## config.mk

```make
export PLATFORM = sky130hd
export DESIGN_NAME = veerwolf_wb_initiator
export DESIGN_NICKNAME = d
export VERILOG_FILES = /design/src/rtl/veerwolf_wb_initiator.sv
export SDC_FILE = /design/constraint.sdc
export NUM_CORES = 1
export LEC_CHECK = 0
export ABC_AREA = 1
export CORE_MARGIN = 4
export CORE_UTILIZATION = 43
export DETAILED_ROUTE_END_ITERATION = 10
export GPL_TIMING_DRIVEN = 0
export HOLD_SLACK_MARGIN = 0.03
export PLACE_DENSITY_LB_ADDON = 0.15
export SETUP_SLACK_MARGIN = 0.05
export SYNTH_ARGS = -nofsm -noshare
export SYNTH_HDL_FRONTEND = slang
export SYNTH_SLANG_ARGS = --single-unit
```

## constraint.sdc

```tcl
create_clock -name i_clk -period 2 [get_ports i_clk]
set_input_delay 0.3 -clock i_clk [delete_from_list [all_inputs] [get_ports i_clk]]
set_output_delay 0.3 -clock i_clk [all_outputs]
set_load 0.005 [all_outputs]
```

## src/rtl/veerwolf_wb_initiator.sv

```systemverilog
// Single-outstanding Wishbone classic initiator.
// Takes one command over a valid/ready handshake, runs one cyc/stb cycle,
// and presents the result on a held response port. A transaction that gets
// no ack/err within TIMEOUT_CYCLES bus cycles is closed with an error.
module veerwolf_wb_initiator #(
    parameter int unsigned TIMEOUT_CYCLES = 255
) (
    input  logic        i_clk,
    input  logic        i_rst_n,
    // command port
    input  logic        i_cmd_valid,
    output logic        o_cmd_ready,
    input  logic        i_cmd_we,
    input  logic [31:0] i_cmd_adr,
    input  logic [31:0] i_cmd_dat,
    input  logic [3:0]  i_cmd_sel,
    // response port
    output logic        o_rsp_valid,
    input  logic        i_rsp_ready,
    output logic [31:0] o_rsp_dat,
    output logic        o_rsp_err,
    output logic        o_rsp_timeout,
    // wishbone initiator
    output logic [31:0] o_wb_adr,
    output logic [31:0] o_wb_dat,
    output logic [3:0]  o_wb_sel,
    output logic        o_wb_we,
    output logic        o_wb_cyc,
    output logic        o_wb_stb,
    input  logic [31:0] i_wb_rdt,
    input  logic        i_wb_ack,
    input  logic        i_wb_err,
    output logic        o_busy
);

    // Counter is at least 8 bits, grows to fit TIMEOUT_CYCLES, capped at 32.
    localparam int unsigned CW_RAW = $clog2(64'(TIMEOUT_CYCLES) + 64'd1);
    localparam int unsigned CW     = (CW_RAW < 8) ? 8 : ((CW_RAW > 32) ? 32 : CW_RAW);
    localparam logic [CW-1:0] TO_LAST = (TIMEOUT_CYCLES == 0) ? '0 : CW'(TIMEOUT_CYCLES - 1);

    typedef enum logic [1:0] {IDLE, BUS, RSP} state_t;

    state_t        state, state_nxt;
    logic [CW-1:0] to_cnt;
    logic          to_hit;

    // Timeout fires on the last allowed bus cycle; a zero limit never fires.
    assign to_hit      = (TIMEOUT_CYCLES != 0) && (to_cnt == TO_LAST);
    assign o_cmd_ready = (state == IDLE) && i_rst_n;
    assign o_rsp_valid = (state == RSP);
    assign o_busy      = (state != IDLE);

    // State register.
    always_ff @(posedge i_clk) begin
        if (!i_rst_n) state <= IDLE;
        else          state <= state_nxt;
    end

    // Next-state: accept -> bus cycle -> held response -> idle.
    always_comb begin
        state_nxt = state;
        case (state)
            IDLE:    if (i_cmd_valid) state_nxt = BUS;
            BUS:     if (i_wb_ack || i_wb_err || to_hit) state_nxt = RSP;
            RSP:     if (i_rsp_ready) state_nxt = IDLE;
            default: state_nxt = IDLE;
        endcase
    end

    // Wishbone request registers, timeout counter and response capture.
    always_ff @(posedge i_clk) begin
        if (!i_rst_n) begin
            o_wb_adr      <= '0;
            o_wb_dat      <= '0;
            o_wb_sel      <= '0;
            o_wb_we       <= 1'b0;
            o_wb_cyc      <= 1'b0;
            o_wb_stb      <= 1'b0;
            o_rsp_dat     <= '0;
            o_rsp_err     <= 1'b0;
            o_rsp_timeout <= 1'b0;
            to_cnt        <= '0;
        end else begin
            case (state)
                IDLE: begin
                    if (i_cmd_valid) begin
                        o_wb_adr <= i_cmd_adr;
                        o_wb_dat <= i_cmd_dat;
                        o_wb_sel <= i_cmd_sel;
                        o_wb_we  <= i_cmd_we;
                        o_wb_cyc <= 1'b1;
                        o_wb_stb <= 1'b1;
                        to_cnt   <= '0;
                    end
                end
                BUS: begin
                    // err beats ack; either beats the timeout
                    if (i_wb_err) begin
                        o_rsp_dat     <= '0;
                        o_rsp_err     <= 1'b1;
                        o_rsp_timeout <= 1'b0;
                        o_wb_cyc      <= 1'b0;
                        o_wb_stb      <= 1'b0;
                    end else if (i_wb_ack) begin
                        o_rsp_dat     <= o_wb_we ? 32'h0 : i_wb_rdt;
                        o_rsp_err     <= 1'b0;
                        o_rsp_timeout <= 1'b0;
                        o_wb_cyc      <= 1'b0;
                        o_wb_stb      <= 1'b0;
                    end else if (to_hit) begin
                        o_rsp_dat     <= '0;
                        o_rsp_err     <= 1'b1;
                        o_rsp_timeout <= 1'b1;
                        o_wb_cyc      <= 1'b0;
                        o_wb_stb      <= 1'b0;
                    end else begin
                        to_cnt <= to_cnt + CW'(1);
                    end
                end
                default: ; // RSP: response held until taken
            endcase
        end
    end

endmodule

```

* Word level (Yosys, flattened, before mapping)
Cells that the tools add are included.
** Cells by class
- Add/sub/neg operators :: 1
- Equal/unequal tests :: 10
- Muxes and demuxes :: 22
- Reductions and logical operators :: 12
** Operators by type and width (number)
- 32-bit 2-to-1 mux :: 4
- 8-bit 2-to-1 mux :: 4
- 8-bit case mux with 2 select lines :: 1
- 2-bit != test (second input constant) :: 5
- 8-bit by 1-bit adder with 8-bit output (second input constant) :: 1
- 8-bit equality test (second input constant) :: 1
- 1-bit 2-to-1 mux :: 8
- 2-bit 2-to-1 mux :: 3
- 2-bit case mux with 3 select lines :: 1
- 3-bit AND reduction :: 2
- 5-bit AND reduction :: 1
- 4-bit != test (second input constant) :: 1
- 2-bit AND reduction :: 2
- 2-bit nonzero test :: 2
- 3-bit nonzero test :: 1
- 2-bit by 1-bit equality test with 1-bit output (second input constant) :: 1
- 2-bit equality test (second input constant) :: 1
- 2-bit zero test :: 1
- 1-bit logical OR :: 2
- 2-bit by 1-bit != test with 1-bit output (second input constant) :: 1
- 1-bit case mux with 2 select lines :: 1
- 1-bit logical AND :: 1
** Word-level totals
- Register bits :: 114
- Bits of input ports :: 107

* Logic depth before layout (Yosys ltp)
Gate-level depths: netlist (run 1).
- Word-level depth :: 5
- Depth in mapped cells :: 10

* Worst setup path before layout (run 1)
No wires, ideal clock.
- Path kind :: flip-flop to flip-flop
- Start point :: reg to_cnt[0]
- End point :: reg o_rsp_dat[25]
- Library setup time :: 0.070 ns
- Data arrival time :: 1.240 ns
- Path slack :: 0.690 ns
- Cell stages (with the launch flop) :: 11
- Path buffers :: 1
- Cell sequence :: dfxtp_1 > inv_1 > ha_1 > inv_1 > nor2_1 > nand2_2 > nand2_4 > nand2_4 > buf_6 > nand2_1 > a21oi_1
** On the way
- Word-level cells in the longest chain between the ends :: 3
** Ends and longest elaborated chain
- start: declaration :: line 44 : logic [CW-1:0] to_cnt;
- start signal: assignment :: line 117 : to_cnt <= to_cnt + CW'(1);
- 8-bit equality test :: line 48 : assign to_hit = (TIMEOUT_CYCLES != 0) && (to_cnt == TO_LAST);
- 3-bit nonzero test (no line)
- 2-bit AND reduction (no line)
- end signal: assignment :: line 105 : o_rsp_dat <= o_wb_we ? 32'h0 : i_wb_rdt;
- end: declaration :: line 20 : output logic [31:0] o_rsp_dat,
No other way between the ends.
A chain may end at the register's enable or synchronous reset.

* Worst setup path after layout (run 1)
- Start point :: reg state[1]
- End point :: out o_rsp_valid
** On the way
- Word-level cells in the longest chain between the ends :: 1
** Ends and longest elaborated chain
- start: declaration :: line 43 : state_t state, state_nxt;
- start signal: assignment :: line 56 : else state <= state_nxt;
- 2-bit equality test :: line 50 : assign o_rsp_valid = (state == RSP);
- end: declaration :: line 18 : output logic o_rsp_valid,
No other way between the ends.

==> results of run 1 <==
[stage by stage]
stage / instance area (sq um) / instances / hold WS [ns]
CTS: 7210 / 927 / 0.366
global placement: 6610 / 896 / 0.450
detailed placement: 6610 / 896 / 0.451
global route: 7220 / 927 / 0.393
finish: 7220 / 927 / 0.387
floorplan: 4300 / 549 / 0.456
[registers in the layout (all words and copies together) (netlist names), 2 cells and up]
signal and cells:
o_wb_adr 32, o_wb_sel 4, state 2, o_rsp_dat 32, to_cnt 8, o_wb_dat 32
[power groups by stage]
stage,combinational [mW],sequential [mW],clock [mW]
6_report,0.997,2.50,3.08
5_1_grt,1.10,2.52,3.22
4_1_cts,1.01,2.50,3.12
3_5_place_dp,1.00,2.55,0
3_3_place_gp,0.979,2.54,0
2_1_floorplan,0.370,2.56,0
[final cells by class]
cell class	count	share of cell area, %
clock buffers	22	6.28
well taps	133	2.31
inverters	17	0.884
multi-input cells	378	24.0
clock inverters	10	2.17
plain buffers	39	3.00
flip-flops and latches	114	31.6
repair buffers	214	29.7
[Yosys cell counts]
cell type  instances
ha_1               2
buf_4              4
xor2_1             1
o21ai_0           73
nor2_2             1
nor3b_1            2
clkbuf_1          21
buf_1              1
inv_2              2
buf_6              6
buf_2              8
nand4_1           32
nand2_2            3
dfxtp_1          114
a21oi_2            3
a21oi_1           39
nand2_4            3
nor2_1           158
inv_1             15
nand2_1           54
nand3_1            5
nand3_2            1
o21bai_1           1
[path summary, 6_finish.rpt]
kind	startpoint	endpoint	slack, ns	cells after the start
worst max register to register	to_cnt[0]	o_rsp_dat[16]	0.45	10
worst min register to register	o_rsp_err	o_rsp_err	0.46	2
worst min-delay path	i_wb_rdt[11]	o_rsp_dat[11]	0.39	3
worst max-delay path	state[1]	o_rsp_valid	0.12	3
[per-layer routing]
layer  GRT usage (%)  wire length (microns)
met1            26.1                   5320
met4            10.6                    335
met3            5.91                    969
met2            40.0                   6770
met5               0                      0
[cell families after synthesis]
| logic type | count (synthesis) | synth area share (%) |
|---|---|---|
| flip-flops | 114 | 53.1 |
| AND/OR/NAND/NOR | 259 | 25.7 |
| AO/OA/AOI/OAI | 116 | 13.8 |
| XOR/XNOR | 1 | 0.204 |
| adder cells (fa/ha/maj) | 2 | 0.582 |
| buffers and inverters | 57 | 6.61 |
[worst max-delay path: stages (launching register included)]
cell and delay [ns]:
dfxtp_1 0.35, inv_1 0.07, nor2_1 0.12, clkdlybuf4s50_1 0.54
==> metrics, run 1 <==
TritonCTS clock tree=done; Pins Over Slew Limit=0; first-pass GRT wire length=21.3 mm; status=finished clean; Post-Syn Area=around 0.0043 sq mm; P_leak=2.78 nW; Die ar.=0.0117 sq mm; Max-Cap Viols=0; post-synth net total=658; worst-skew pair later-pin latency=0.50 ns; Final Hold Violating Endpoints=0; VDD IR max=between 0.5 and 0.6 mV; initial antenna violation count=0; Sw Pwr=around 1.5 mW; Initial DRC Count=220; number of global-route vias before repair=4519; Max FO, Critical Path=2; CTS clk-pin slew, worst paths=0.06 ns; ANT cells=0; critical path class=reg -> out; footprint of the multi-input gates=0.00174 sq mm; Yosys cell types=23; area grow syn2layout=67.9%; sw frac=a little under a quarter; Routed WL=13.4 mm; hpwl dp=10.3 mm; Data arrival, critical path=1.58 ns; Clock Tree Buf Depth=2; HP Class=in -> reg; Reg power frac=38.1%; final setup fails=0; Power Total=6.58 mW; Tcrit/Tclk final=between 90 and 100%; FP Rows=36; drt first pass iters=5; area leader, netlist=dfxtp_1; clock skew=0.00867 ns; # DRC=0; Tmin final=1.88 ns; Vias/cell=between 4 and 5; layout cell share with drive strength beyond 1=7.81%; Syn Inst Count=549; clock share of power=46.8%; final setup TNS=0 ns; slew margin rel.=67.0%; Total GRT Usage=22.9%; DR WL/cell=14.4 microns; antenna viol nets, final=0; Mean Syn Cell Area=7.83 sq um; register area=0.00228 sq mm; H-tree depth=4; commonest non-fill, non-tap cell in the layout=clkdlybuf4s50_1; Power Internal=around 5 mW; global route overflow=0; CTS Buf Count=17; startpoint types=flop; top cells by area, synth=dfxtp_1 53%, nor2_1 14%, o21ai_0 8.5%; Final nets=slightly below 900; Die Wd=108 microns; Combinational Power Share=15.2%; Core ar.=0.00977 sq mm; post-CTS resize count=3; worst-margin pin slew=0.495 ns; Initial Utilization=44.0%; sequential area share after synthesis=about 53%; top cell type's share of synthesized area=between 50 and 60%; vias post-DR=4537; num ports=around 220; Root Driver=clkbuf_8; Vert. Die Dim=108 microns; largest net degree at the start of global routing=17; clock sink total=114; most frequent cells in the layout=212 x clkdlybuf4s50_1, 157 x nor2_1, 114 x dfxtp_1; unrepaired setup endpoints after global routing=no; #FFs+latches synth=between 100 and 150; CP endpoint kind=output port; Final WS setup=0.122 ns; gp weighted congestion=roughly 0.83; dpl ws=-0.209 ns; synth warn=0; Layout fillers=796; Worst EP required=1.70 ns; maximum operating frequency=0.533 GHz; PortBufs=214; Cell Pwr Density=911 mW/mm^2; Setup Fix Bufs, Post-CTS=0; CTS Hold Bufs=0; utilization after layout=~74%
(Power assumes the default switching activity.)
==> inputs of run 2 (changes only) <==
--- a/config.mk
+++ b/config.mk
@@ -6,12 +6,13 @@
 export NUM_CORES = 1
 export LEC_CHECK = 0
 export ABC_AREA = 1
+export ABC_CLOCK_PERIOD_IN_PS = 2000
 export CORE_MARGIN = 4
 export CORE_UTILIZATION = 43
 export DETAILED_ROUTE_END_ITERATION = 10
 export GPL_TIMING_DRIVEN = 0
 export HOLD_SLACK_MARGIN = 0.03
-export PLACE_DENSITY_LB_ADDON = 0.15
+export PLACE_DENSITY = 0.85
 export SETUP_SLACK_MARGIN = 0.05
 export SYNTH_ARGS = -nofsm -noshare
 export SYNTH_HDL_FRONTEND = slang
==> run 2 against run 1 <==
  * Worst hold slack worse by 0.0014 ns
  * Clock power up 4%
  * Via count is 0.35% higher
  * Highest routed layer unchanged
  * Global-route usage is 0.96 points higher
  * Die area is the same
  * Sequential share of layout area shrank 0.071 points
  * Cell count is 0.22% lower
  * Non-clock buffer count unchanged
  * Sequential power about the same
  * Sequential cell count did not move
==> metrics, run 2 (synthesis results as in run 1) <==
VDD IR max=0.640 mV; Worst EP required=1.70 ns; FP Rows=36; worst reg2reg endpoint=o_rsp_dat[13]; final setup TNS=0 ns; DR WL/cell=between 15 and 20 microns; Final Hold Violating Endpoints=0; Largest regs=o_rsp_dat (32), o_wb_adr (32), o_wb_dat (32); final setup fails=0; Cell Area, Placed=0.00661 sq mm; Cell Pwr Density=927 mW/mm^2; Setup crit start=state[1]; HP Class=in -> reg; most frequent cells in the layout=212 x clkdlybuf4s50_1, 157 x nor2_1, 114 x dfxtp_1; CTS clk-pin slew, worst paths=0.05 ns; critical path class=reg -> out; # DRC=0; hpwl dp=10.5 mm; ANT cells=0; commonest non-fill, non-tap cell in the layout=clkdlybuf4s50_1; CP endpoint kind=output port; global route overflow=0; layout cell share with drive strength beyond 1=7.95%; unrepaired setup endpoints after global routing=yes; initial antenna violation count=0; Initial DRC Count=206; number of global-route vias before repair=between 4000 and 5000; num ports=215; Die ar.=0.0117 sq mm; PortBufs=214; largest net degree at the start of global routing=17; Max FO, Critical Path=2; Max-Cap Viols=0; maximum operating frequency=0.535 GHz; r2r startpoint=to_cnt[0]; clock skew=0.00836 ns; Design Area, Final=0.00723 sq mm; startpoint types=flop; Core ar.=0.00977 sq mm; H-tree depth=4; origin of the worst min-delay path=i_wb_rdt[29]; area grow syn2layout=68.2%; clock sink total=~110; first-pass GRT wire length=21.7 mm; worst-skew pair later-pin latency=0.51 ns; status=finished clean; hold-critical path depth=3; Final nets=890; Die Wd=between 100 and 150 microns; Layout fillers=701; Tmin final=between 1.5 and 2 ns; register area=0.00228 sq mm; setup slack, reg-to-reg=approximately 0.45 ns; Data arrival, critical path=roughly 1.6 ns; Routed WL=13.9 mm; Vert. Die Dim=108 microns; Initial Utilization=a little over two fifths; vias post-DR=4553; R2R depth=10; Clock Tree Buf Depth=2; antenna viol nets, final=0; Vias/cell=~4.9; Total GRT Usage=a little under a quarter; Root Driver=clkbuf_8; Pins Over Slew Limit=0; TritonCTS clock tree=done; Setup Fix Bufs, Post-CTS=0; Tcrit/Tclk final=roughly 93%; footprint of the multi-input gates=0.00174 sq mm; slew margin rel.=63.5%; gp weighted congestion=roughly 0.79; P_leak=2.79 nW; CTS Buf Count=17; worst-margin pin slew=0.548 ns; hold endpoint=o_rsp_dat[29]; drt first pass iters=7
==> run 2: worst max path at each step <==
stage                     slack (ns)  depth (start not counted)            end
final                           0.13                          3    o_rsp_valid
after global routing            0.04                          3    o_rsp_valid
after CTS                       0.05                          4    o_cmd_ready
after detailed placement       -0.23                          5    o_cmd_ready
after global placement         -0.20                          5    o_cmd_ready
after floorplan                 0.69                         10  o_rsp_dat[25]
==> run 2: repair_timing <==
action	CTS	global route
gates cloned	0	0
hold buffers	0	0
endpoints found under the setup margin	1	1
resized for setup	2	2
==> run 2: cell type report <==
cell class / count / share of cell area, %
buffer: 39 / 2.99
clock buffer: 19 / 6.11
clock inverter: 11 / 2.54
inverter: 17 / 0.882
multi-input combinational: 378 / 24.0
sequential: 114 / 31.6
tap: 133 / 2.30
timing repair buffer: 214 / 29.6
==> run 2: worst max-delay path, stage by stage (launching register included) <==
cell and delay, ns:
dfxtp_1 0.34, inv_1 0.07, nor2_1 0.12, clkdlybuf4s50_1 0.54
==> run 2: power breakdown <==
part           total [mW]  internal, mW  switching [mW]
Clock                3.20          2.19            1.01
Combinational        1.00         0.569           0.434
Sequential           2.51          2.42          0.0812
Total                6.71          5.18            1.52
==> run 2: stage by stage <==
stage	hold slack (ns)	power, mW	cells	setup slack, ns	utilization [%]
finish	0.385	6.71	925	0.131	74.0
detailed placement	0.451	3.55	896	-0.229	67.6
CTS	0.364	6.75	925	0.0504	74.0
floorplan	0.456	2.93	549	0.690	-
global route	0.379	6.98	925	0.0429	74.0
global placement	0.448	3.52	896	-0.200	67.6
==> run 2: metal layers <==
layer / GRT usage [%] / share of wire [%] / vias to the layer above
met5: 0 / 0 / -
met4: 8.21 / 1.6 / 0
met3: 10.5 / 11 / 20
met2: 43.9 / 50 / 196
met1: 23.7 / 37 / 2076
li1: - / - / 2261
==> inputs of run 3 (changes only) <==
--- a/config.mk
+++ b/config.mk
@@ -11,9 +11,10 @@
 export CORE_UTILIZATION = 43
 export DETAILED_ROUTE_END_ITERATION = 10
 export GPL_TIMING_DRIVEN = 0
-export HOLD_SLACK_MARGIN = 0.03
+export HOLD_SLACK_MARGIN = 0.06
 export PLACE_DENSITY = 0.85
 export SETUP_SLACK_MARGIN = 0.05
+export SLEW_MARGIN = 20
 export SYNTH_ARGS = -nofsm -noshare
 export SYNTH_HDL_FRONTEND = slang
 export SYNTH_SLANG_ARGS = --single-unit
==> results of run 3 <==
Final layout, timing and power as in run 2 (identical DEF).
